### src/rtl/mem_ctrl_if.sv
// CPU-side and bank-side signal bundle for mem_ctrl.
// slave is the controller's view; master is the CPU plus memory banks.
interface mem_ctrl_if #(
    parameter int DATA_WIDTH = 16,
    parameter int ADDR_WIDTH = 16,
    parameter int BANK_BITS  = 1
);
    localparam int NUM_BANKS      = 1 << BANK_BITS;
    localparam int MEM_ADDR_WIDTH = ADDR_WIDTH - BANK_BITS;

    logic [ADDR_WIDTH-1:0]     address;
    logic [DATA_WIDTH-1:0]     dataIn;
    logic [DATA_WIDTH-1:0]     dataOut;
    logic                      notRead;
    logic                      notWrite;
    logic                      ready;
    logic                      error;
    logic [MEM_ADDR_WIDTH-1:0] memAddress;
    logic [DATA_WIDTH-1:0]     memDataOut;
    logic [DATA_WIDTH-1:0]     memDataIn;
    logic                      memNotRead;
    logic                      memNotWrite;
    logic [NUM_BANKS-1:0]      memNotSelect;

    modport master (
        output address, dataIn, notRead, notWrite, memDataIn,
        input  dataOut, ready, error, memAddress, memDataOut,
               memNotRead, memNotWrite, memNotSelect
    );

    modport slave (
        input  address, dataIn, notRead, notWrite, memDataIn,
        output dataOut, ready, error, memAddress, memDataOut,
               memNotRead, memNotWrite, memNotSelect
    );
endinterface

### src/rtl/mem_ctrl.sv
// Banked memory controller: CPU strobe handshake, fixed wait states, one-hot bank select.
// Optional MEM_CTRL_ACCESS_COUNT_EN adds a 32-bit completed-access counter output.
//
// state  | meaning
// IDLE   | waiting for a single CPU strobe; both low flags error
// ACCESS | bank selected and strobed for WAIT_STATES+1 cycles
// DONE   | ready high until the CPU releases both strobes
module mem_ctrl #(
    parameter int DATA_WIDTH  = 16,
    parameter int ADDR_WIDTH  = 16,
    parameter int BANK_BITS   = 1,
    parameter int WAIT_STATES = 2
) (
    input  logic      clock,
    input  logic      reset,
    mem_ctrl_if.slave bus
`ifdef MEM_CTRL_ACCESS_COUNT_EN
    ,
    output logic [31:0] accessCount
`endif
);
    localparam int NUM_BANKS      = 1 << BANK_BITS;
    localparam int MEM_ADDR_WIDTH = ADDR_WIDTH - BANK_BITS;

    typedef enum logic [1:0] {IDLE, ACCESS, DONE} state_t;

    state_t                state, state_next;
    logic [3:0]            wait_cnt, wait_cnt_next;
    logic [ADDR_WIDTH-1:0] addr_q;
    logic [DATA_WIDTH-1:0] wdata_q;
    logic [DATA_WIDTH-1:0] rdata_q;
    logic                  write_q;
    logic                  error_q;
    logic                  rd_req, wr_req, both_low;
    logic                  start, finish, err_set;
    logic                  mem_not_read, mem_not_write, ready_c;
    logic [NUM_BANKS-1:0]  bank_onehot;
    logic [NUM_BANKS-1:0]  mem_not_select;

    assign rd_req   = ~bus.notRead &  bus.notWrite;
    assign wr_req   =  bus.notRead & ~bus.notWrite;
    assign both_low = ~bus.notRead & ~bus.notWrite;

    generate
        if (BANK_BITS == 0) begin : g_single_bank
            assign bank_onehot = 1'b1;
        end else begin : g_multi_bank
            assign bank_onehot = NUM_BANKS'(1) << addr_q[ADDR_WIDTH-1 -: BANK_BITS];
        end
    endgenerate

    always_ff @(posedge clock or posedge reset) begin
        if (reset) begin
            state    <= IDLE;
            wait_cnt <= 4'd0;
        end else begin
            state    <= state_next;
            wait_cnt <= wait_cnt_next;
        end
    end

    always_comb begin
        state_next     = state;
        wait_cnt_next  = wait_cnt;
        start          = 1'b0;
        finish         = 1'b0;
        err_set        = 1'b0;
        ready_c        = 1'b0;
        mem_not_read   = 1'b1;
        mem_not_write  = 1'b1;
        mem_not_select = '1;
        case (state)
            IDLE: begin
                if (rd_req || wr_req) begin
                    state_next    = ACCESS;
                    wait_cnt_next = 4'(WAIT_STATES);
                    start         = 1'b1;
                end else if (both_low) begin
                    err_set = 1'b1;
                end
            end
            ACCESS: begin
                mem_not_select = ~bank_onehot;
                mem_not_read   = write_q;
                mem_not_write  = ~write_q;
                if (wait_cnt == 4'd0) begin
                    state_next = DONE;
                    finish     = 1'b1;
                end else begin
                    wait_cnt_next = wait_cnt - 4'd1;
                end
            end
            DONE: begin
                ready_c = 1'b1;
                if (bus.notRead && bus.notWrite) state_next = IDLE;
            end
            default: state_next = IDLE;
        endcase
    end

    always_ff @(posedge clock or posedge reset) begin
        if (reset) begin
            addr_q  <= '0;
            wdata_q <= '0;
            rdata_q <= '0;
            write_q <= 1'b0;
            error_q <= 1'b0;
        end else begin
            if (start) begin
                addr_q  <= bus.address;
                wdata_q <= bus.dataIn;
                write_q <= wr_req;
            end
            // Writes must leave the CPU read data untouched.
            if (finish && !write_q) rdata_q <= bus.memDataIn;
            if (err_set) error_q <= 1'b1;
        end
    end

`ifdef MEM_CTRL_ACCESS_COUNT_EN
    always_ff @(posedge clock or posedge reset) begin
        if (reset) accessCount <= 32'd0;
        else if (finish) accessCount <= accessCount + 32'd1;
    end
`endif

    assign bus.dataOut      = rdata_q;
    assign bus.ready        = ready_c;
    assign bus.error        = error_q;
    assign bus.memAddress   = addr_q[MEM_ADDR_WIDTH-1:0];
    assign bus.memDataOut   = wdata_q;
    assign bus.memNotRead   = mem_not_read;
    assign bus.memNotWrite  = mem_not_write;
    assign bus.memNotSelect = mem_not_select;
endmodule

### src/flat_wrapper.sv
// flat-port wrapper written by rule: the top's interface ports become plain ports
module mem_ctrl_flat 
#(
    parameter int DATA_WIDTH  = 16,
    parameter int ADDR_WIDTH  = 16,
    parameter int BANK_BITS   = 1,
    parameter int WAIT_STATES = 2
)
  (clock, reset, bus_address, bus_dataIn, bus_notRead, bus_notWrite, bus_memDataIn, bus_dataOut, bus_ready, bus_error, bus_memAddress, bus_memDataOut, bus_memNotRead, bus_memNotWrite, bus_memNotSelect);
  mem_ctrl_if #(.DATA_WIDTH(DATA_WIDTH), .ADDR_WIDTH(ADDR_WIDTH), .BANK_BITS(BANK_BITS)) bus_i ();
  input  logic clock;
  input  logic reset;
  input wire logic [$bits(bus_i.address)-1:0] bus_address;
  input wire logic [$bits(bus_i.dataIn)-1:0] bus_dataIn;
  input wire logic [$bits(bus_i.notRead)-1:0] bus_notRead;
  input wire logic [$bits(bus_i.notWrite)-1:0] bus_notWrite;
  input wire logic [$bits(bus_i.memDataIn)-1:0] bus_memDataIn;
  output wire logic [$bits(bus_i.dataOut)-1:0] bus_dataOut;
  output wire logic [$bits(bus_i.ready)-1:0] bus_ready;
  output wire logic [$bits(bus_i.error)-1:0] bus_error;
  output wire logic [$bits(bus_i.memAddress)-1:0] bus_memAddress;
  output wire logic [$bits(bus_i.memDataOut)-1:0] bus_memDataOut;
  output wire logic [$bits(bus_i.memNotRead)-1:0] bus_memNotRead;
  output wire logic [$bits(bus_i.memNotWrite)-1:0] bus_memNotWrite;
  output wire logic [$bits(bus_i.memNotSelect)-1:0] bus_memNotSelect;
  assign bus_i.address = bus_address;
  assign bus_i.dataIn = bus_dataIn;
  assign bus_i.notRead = bus_notRead;
  assign bus_i.notWrite = bus_notWrite;
  assign bus_i.memDataIn = bus_memDataIn;
  assign bus_dataOut = bus_i.dataOut;
  assign bus_ready = bus_i.ready;
  assign bus_error = bus_i.error;
  assign bus_memAddress = bus_i.memAddress;
  assign bus_memDataOut = bus_i.memDataOut;
  assign bus_memNotRead = bus_i.memNotRead;
  assign bus_memNotWrite = bus_i.memNotWrite;
  assign bus_memNotSelect = bus_i.memNotSelect;
  mem_ctrl #(.DATA_WIDTH(DATA_WIDTH), .ADDR_WIDTH(ADDR_WIDTH), .BANK_BITS(BANK_BITS), .WAIT_STATES(WAIT_STATES)) u_core (.clock(clock), .reset(reset), .bus(bus_i));
endmodule
### config.mk
export PLATFORM = sky130hd
export DESIGN_NAME = mem_ctrl_flat
export DESIGN_NICKNAME = d
export VERILOG_FILES = /design/src/rtl/mem_ctrl_if.sv /design/src/rtl/mem_ctrl.sv /design/src/flat_wrapper.sv
export SDC_FILE = /design/constraint.sdc
export NUM_CORES = 1
export LEC_CHECK = 0
export CAP_MARGIN = 20
export CORE_MARGIN = 2
export CORE_UTILIZATION = 45
export CTS_CLUSTER_DIAMETER = 120
export DETAILED_ROUTE_END_ITERATION = 8
export PLACE_DENSITY_LB_ADDON = 0.1
export REMOVE_ABC_BUFFERS = 1
export SLEW_MARGIN = 20
export SYNTH_ARGS = -nofsm -noshare
export SYNTH_HDL_FRONTEND = slang
export SYNTH_SLANG_ARGS = --single-unit
### constraint.sdc
create_clock -name clock -period 4.6 [get_ports clock]
set_clock_uncertainty 0.2 [all_clocks]
set_input_delay 1.38 -clock clock [delete_from_list [all_inputs] [get_ports clock]]
set_output_delay 1.38 -clock clock [all_outputs]
set_load 0.05 [all_outputs]
==> summary.md, run 1 <==
| Metric | Value |
|---|---|
| DR vias/cell | `4.80` |
| Die area | `0.00601 sq mm` |
| Layout cells sized above 1 | `0.250` |
| Starting density of the core | `0.470` |
| Fin nets | `315` |
| Critical path class | `flop to primary output` |
| Flop-to-flop setup slack | `2.44 ns` |
| RSZ-0062 raised after global routing | `no` |
| Status | `complete, no violations` |
| Final worst setup slack | `1.02 ns` |
| Clock root cell | `clkbuf_8` |
| Postcts setup bufs | `0` |
| Syn-to-layout area delta | `45.8%` |
| FP Rows | `26` |
| Startpoint Class | `flop` |
| Pins Over Slew Limit | `0` |
| Cells after synthesis | `166` |
| TNS Setup | `0 ns` |
| Final setup vio count | `0` |
| Hold buffers post-CTS | `0` |
| Post_cts resized | `0` |
| Core Footprint | `0.00517 sq mm` |
| Vias in the first global route | `1570` |
| Gr usage total | `0.167` |
| Worst Hold Class | `flop to flop` |
| DR iter-0 viols | `53` |
| GPL Wtd Cong | `0.712` |
| Total I/O pin count | `105` |
| GRT Residual Overflow | `0` |
| Die Ht | `77.5 um` |
| Cells along the critical path | `and2b_1 > nand2b_1 > clkdlybuf4s50_1` |
| Post-Syn Area | `0.00243 sq mm` |
| Final period utilization | `0.778` |
| Crit path DAT | `2.00 ns` |
| Global-route wire length before repair | `7850 um` |
| Post-DRT Antenna Nets | `0` |
| Crit path time final | `3.58 ns` |
| DR WL/cell | `14.7 um` |
| Average cell area after synthesis | `14.7 sq um` |
| Rel. slew slack | `0.559` |
| Distinct cells, synth | `29` |
| Port bufs | `104` |
| Clock slew at reported path FFs | `0.09 ns` |
| Yosys reg bits | `56` |
| DR DRC count | `0` |
| Async S/R FF share, synth | `1.00` |
| Nature of the critical path endpoint | `primary output` |
| Die Width | `77.5 um` |
| Final Hold Viols | `0` |
| Share of the yosys chip area belonging to registers | `0.576` |
| Initial antenna violation count | `0` |
| Worst-Margin Slew | `0.661 ns` |
| DR vias | `1584` |
| Data required time of the worst path | `3.02 ns` |
| Final WL | `4860 um` |
| Reg2Reg Depth | `5` |
| Worst slack, placed | `1.14 ns` |
| Maxcap violations | `0` |
| Maximum clock frequency | `280 MHz` |
| Num CTS Buffers | `5` |
| Pin count of the biggest net entering global routing | `34` |
| Post-synth EDFFs | `0` |
| Commonest register cell after synthesis | `dfrtp_1` |
| Worst-case clock buffer depth | `2` |
| 1st-pass router iterations | `4` |
| Hold depth | `1` |
| Num Clock Sinks | `56` |
| Crit path max fanout | `11` |
| Yosys warning count | `0` |
| TritonCTS clock tree | `built` |
| CP max stage cell | `clkdlybuf4s50_1` |
| Clock latency on the worst-skew pair | `0.30 ns` |
| CP max stage delay | `0.80 ns` |
| H-tree lvl count | `2` |
| Hpwl dp | `3610 um` |
| Inserted Diodes | `0` |
## critical path, delay by kind of cell, from the launching register on
| kind | cells | cell delay, ns |
|---|---|---|
| buffers and inverters | 1 | 0.80 |
| DFF | 1 | 0.50 |
| and+or+nand+nor | 2 | 0.40 |
## final cells by class
| type | instances | area, sq um |
|---|---|---|
| clock buffer | 5 | 68.8 |
| timing repair buffer | 107 | 1060 |
| sequential | 56 | 1400 |
| multi-input combinational | 83 | 860 |
| inverter | 6 | 22.5 |
| clock inverter | 3 | 42.5 |
| fill | 407 | 1630 |
| tap | 70 | 87.6 |
## registers in the layout (all words and copies together) (netlist names)
name,count
u_core.bus.error,1
u_core.addr_q,16
u_core.write_q,1
u_core.wait_cnt,4
u_core.bus.memDataOut,16
u_core.bus.dataOut,16
u_core.state,2
## through the flow
stage / std cells / area (sq um) / util / hold WS (ns)
6_report: 330 / 3550 / 0.686 / 0.271
5_1_grt: 330 / 3550 / 0.686 / 0.311
4_1_cts: 330 / 3550 / 0.686 / 0.285
3_5_place_dp: 322 / 3430 / 0.664 / 0.263
3_3_place_gp: 322 / 3430 / 0.664 / 0.242
2_1_floorplan: 145 / 2280 / - / 0.294
## cells by family (layout without fill, tap and decap cells)
group / after synthesis / after routing / synth area share
flops: 56 / 56 / 0.576
mux: 49 / 49 / 0.242
buf+inv: 27 / 121 / 0.0705
simple gates: 20 / 20 / 0.0607
compound gates: 10 / 10 / 0.0298
fa+ha+maj: 4 / 4 / 0.0206
## synth_stat cells (2+ instances only)
master | instances | area [sq um]
o31ai_1 | 2 | 15.0
nor2b_1 | 2 | 12.5
nand3_1 | 2 | 10.0
nand2b_1 | 2 | 12.5
buf_2 | 5 | 25.0
a22o_1 | 2 | 17.5
dfrtp_1 | 56 | 1400
inv_1 | 6 | 22.5
mux2_2 | 39 | 439
nand2_1 | 5 | 18.8
buf_4 | 15 | 113
ha_1 | 4 | 50.1
mux2_4 | 10 | 150
## layout by cell type, fill, tap and decap left out, drive strengths merged, types with 2 or more instances in the layout
cell	netlist	final
nand2b	2	2
mux2	49	49
nand3	2	2
clkdlybuf4s50	0	104
ha	4	4
buf	21	3
nand3b	2	2
inv	6	6
nand2	5	5
nor2b	2	2
o31ai	2	2
clkbuf	0	5
dfrtp	56	56
a22o	2	2
## routing by layer
metal  track usage  wire length (um)  vias up
li1              -                 -      743
met1         0.216              2120      771
met2         0.270              2320       65
met3        0.0547               366        5
met4        0.0482                53        0
met5             0                 0        -
## worst paths after layout
kind | startpoint | to
setup / recovery | u_core.state[0] | bus_memNotSelect[0]
setup reg to reg | u_core.wait_cnt[1] | u_core.bus.dataOut[7]
hold / removal | u_core.bus.error | u_core.bus.error
min in group asynchronous | reset | u_core.addr_q[5]
max in group asynchronous | reset | u_core.bus.memDataOut[8]
hold reg to reg | u_core.bus.error | u_core.bus.error
Power of run 1 is not shown: default switching activity piles up to over one toggle a cycle in this logic, so the estimate is an artifact.
==> inputs of run 2 (changes only) <==
- CORE_UTILIZATION: 45 -> 42
- clock period: 4.6 -> 3.6 ns (I/O delays scaled with it)
==> summary.md, run 2 (synthesized netlist as in run 1, its figures left out) <==
| Metric | Value |
|---|---|
| Core Footprint | `0.00554 sq mm (+7.1%)` |
| Area of the multi-input gates | `860 sq um (unchanged)` |
| Syn-to-layout area delta | `45.4%` |
| Num Clock Sinks | `56 (unchanged)` |
| Worst-Margin Slew | `0.701 ns (+0.0404 ns)` |
| Final WL | `4860 um (unchanged)` |
| Hold Startpoint | `u_core.bus.error` |
| Worst Hold Class | `flop to flop` |
| Status | `complete, no violations` |
| Cells along the critical path | `and2b_1 > nand2b_1 > clkdlybuf4s50_1` |
| Fin util | `0.638 (-0.0473)` |
| Nature of the critical path endpoint | `primary output` |
| Post_cts resized | `0 (unchanged)` |
| DR WL/cell | `14.7 um (-0.30%)` |
| Worst path top cell family by delay | `buffers and inverters` |
| Maxcap violations | `0 (unchanged)` |
| RSZ-0062 raised after global routing | `no` |
| DR DRC count | `0 (unchanged)` |
| Terminus of the critical flop-to-flop path | `u_core.bus.dataOut[8]` |
| Worst-case clock buffer depth | `2 (unchanged)` |
| Global-route wire length before repair | `7590 um (-3.3%)` |
| Hpwl dp | `3550 um (-1.9%)` |
| H-tree lvl count | `2 (unchanged)` |
| Most frequent cells in the layout | `clkdlybuf4s50_1 (104), dfrtp_1 (56), mux2_2 (39)` |
| Clock root cell | `clkbuf_8` |
| Flop-to-flop setup slack | `1.43 ns (-1.01 ns)` |
| Fin nets | `314 (-0.32%)` |
| Hold buffers post-CTS | `0 (unchanged)` |
| Crit path time final | `3.30 ns` |
| Hold depth | `1 (unchanged)` |
| TNS Setup | `0 ns (unchanged)` |
| Final setup vio count | `0 (unchanged)` |
| DR vias | `1612 (+1.8%)` |
| Die area | `0.00642 sq mm (+6.8%)` |
| CP Buf/Inv Count | `1 (unchanged)` |
| Critical path class | `flop to primary output` |
| 1st-pass router iterations | `4 (unchanged)` |
| Starting density of the core | `0.439 (-0.0312)` |
| Rel. slew slack | `0.533 (-0.0263)` |
| Wire length on met3 | `419 um (+14%)` |
| Data required time of the worst path | `2.32 ns (-0.70 ns)` |
| Startpoint Class | `flop` |
| DR vias/cell | `4.87 (+1.5%)` |
| Inserted Diodes | `0 (unchanged)` |
| Top Layer Used | `met4` |
| Crit Reg-Reg Startpoint | `u_core.wait_cnt[1]` |
| Worst Hold Path EP | `u_core.bus.error` |
| GRT Residual Overflow | `0 (unchanged)` |
| Final Hold Viols | `0 (unchanged)` |
| Post-DP Area | `0.00344 sq mm (+0.22%)` |
| FP Rows | `27 (+3.8%)` |
| Clock latency on the worst-skew pair | `0.30 ns (about the same)` |
| Final period utilization | `0.917` |
| CP max stage cell | `clkdlybuf4s50_1` |
| Pin count of the biggest net entering global routing | `57 (+68%)` |
| Crit path max fanout | `11 (unchanged)` |
| Gr usage total | `0.152 (-0.0148)` |
| Postcts setup bufs | `0 (unchanged)` |
| Final Cell Area | `0.00354 sq mm (-0.28%)` |
| Die Ht | `80.1 um (+3.3%)` |
| Met1 WL | `2220 um (+4.7%)` |
| Post-DRT Antenna Nets | `0 (unchanged)` |
| Initial antenna violation count | `0 (unchanged)` |
| Storage element area | `0.00140 sq mm (unchanged)` |
| WL met2 | `2170 um (-6.4%)` |
| Port bufs | `104 (unchanged)` |
| Maximum clock frequency | `303 MHz` |
| Most common cell after layout, fill and taps aside | `clkdlybuf4s50_1` |
| Num CTS Buffers | `5 (unchanged)` |
| Total I/O pin count | `105 (unchanged)` |
| Reg2Reg Depth | `5 (unchanged)` |
| GPL Wtd Cong | `0.702 (-1.4%)` |
| Die Width | `80.1 um (+3.3%)` |
| Pins Over Slew Limit | `0 (unchanged)` |
| Layout cells sized above 1 | `0.243 (-0.00676)` |
| Vias in the first global route | `1620 (+3.2%)` |
| Crit path DAT | `2.02 ns (+0.02 ns)` |
| TritonCTS clock tree | `built` |
| Clock slew at reported path FFs | `0.10 ns (about the same)` |
| CP max stage delay | `0.80 ns (about the same)` |
| DR iter-0 viols | `26 (-51%)` |
| Fill count | `441 (+8.4%)` |
run 2: cell types whose count changed in the layout (fill, tap and decap cells not counted):
cell       before  now
clkbuf_1        0    1
bufinv_16       1    0
buf_12          0    1
buf_4           3    1
clkinv_2        1    0
clkbuf_8        5    6
run 2: cell type report:
class / instances / area share
clock buffers: 7 / 0.0244
clock inverters: 1 / 0.00212
inverters: 6 / 0.00637
multi-input cells: 83 / 0.243
flip-flops and latches: 56 / 0.396
well taps: 72 / 0.0255
repair buffers: 106 / 0.302
run 2: worst max path at each step:
stage                                from  slack (ns)  depth (start not counted)                   endpoint
after floorplan              bus_notWrite        0.66                          4           u_core.addr_q[0]
final                     u_core.state[0]        0.30                          3             bus_memNotRead
after global placement        bus_notRead        0.61                          6  u_core.bus.memDataOut[11]
after CTS                 u_core.state[0]        0.29                          3        bus_memNotSelect[0]
after detailed placement      bus_notRead        0.58                          6   u_core.bus.memDataOut[7]
after global routing      u_core.state[0]        0.22                          3        bus_memNotSelect[1]
run 2: stage by stage:
stage	hold slack, ns	std cells	setup slack, ns
2_1_floorplan	0.294	145	0.658
3_3_place_gp	0.263	323	0.614
3_5_place_dp	0.243	323	0.576
4_1_cts	0.275	331	0.291
5_1_grt	0.287	331	0.220
6_report	0.267	331	0.298
run 2: worst register-to-register path, stage by stage (launching register included):
cell and delay [ns]:
dfrtp_1 0.41, inv_1 0.11, ha_1 0.19, nor3b_4 0.41
nand3b_4 0.34, mux2_4 0.39
run 2: metal layers:
metal  global-route usage  vias up
li1                     -      736
met1                0.214      801
met2                0.235       70
met3               0.0438        5
met4               0.0356        0
met5                    0        -
Power of run 2 is left out for the same reason.
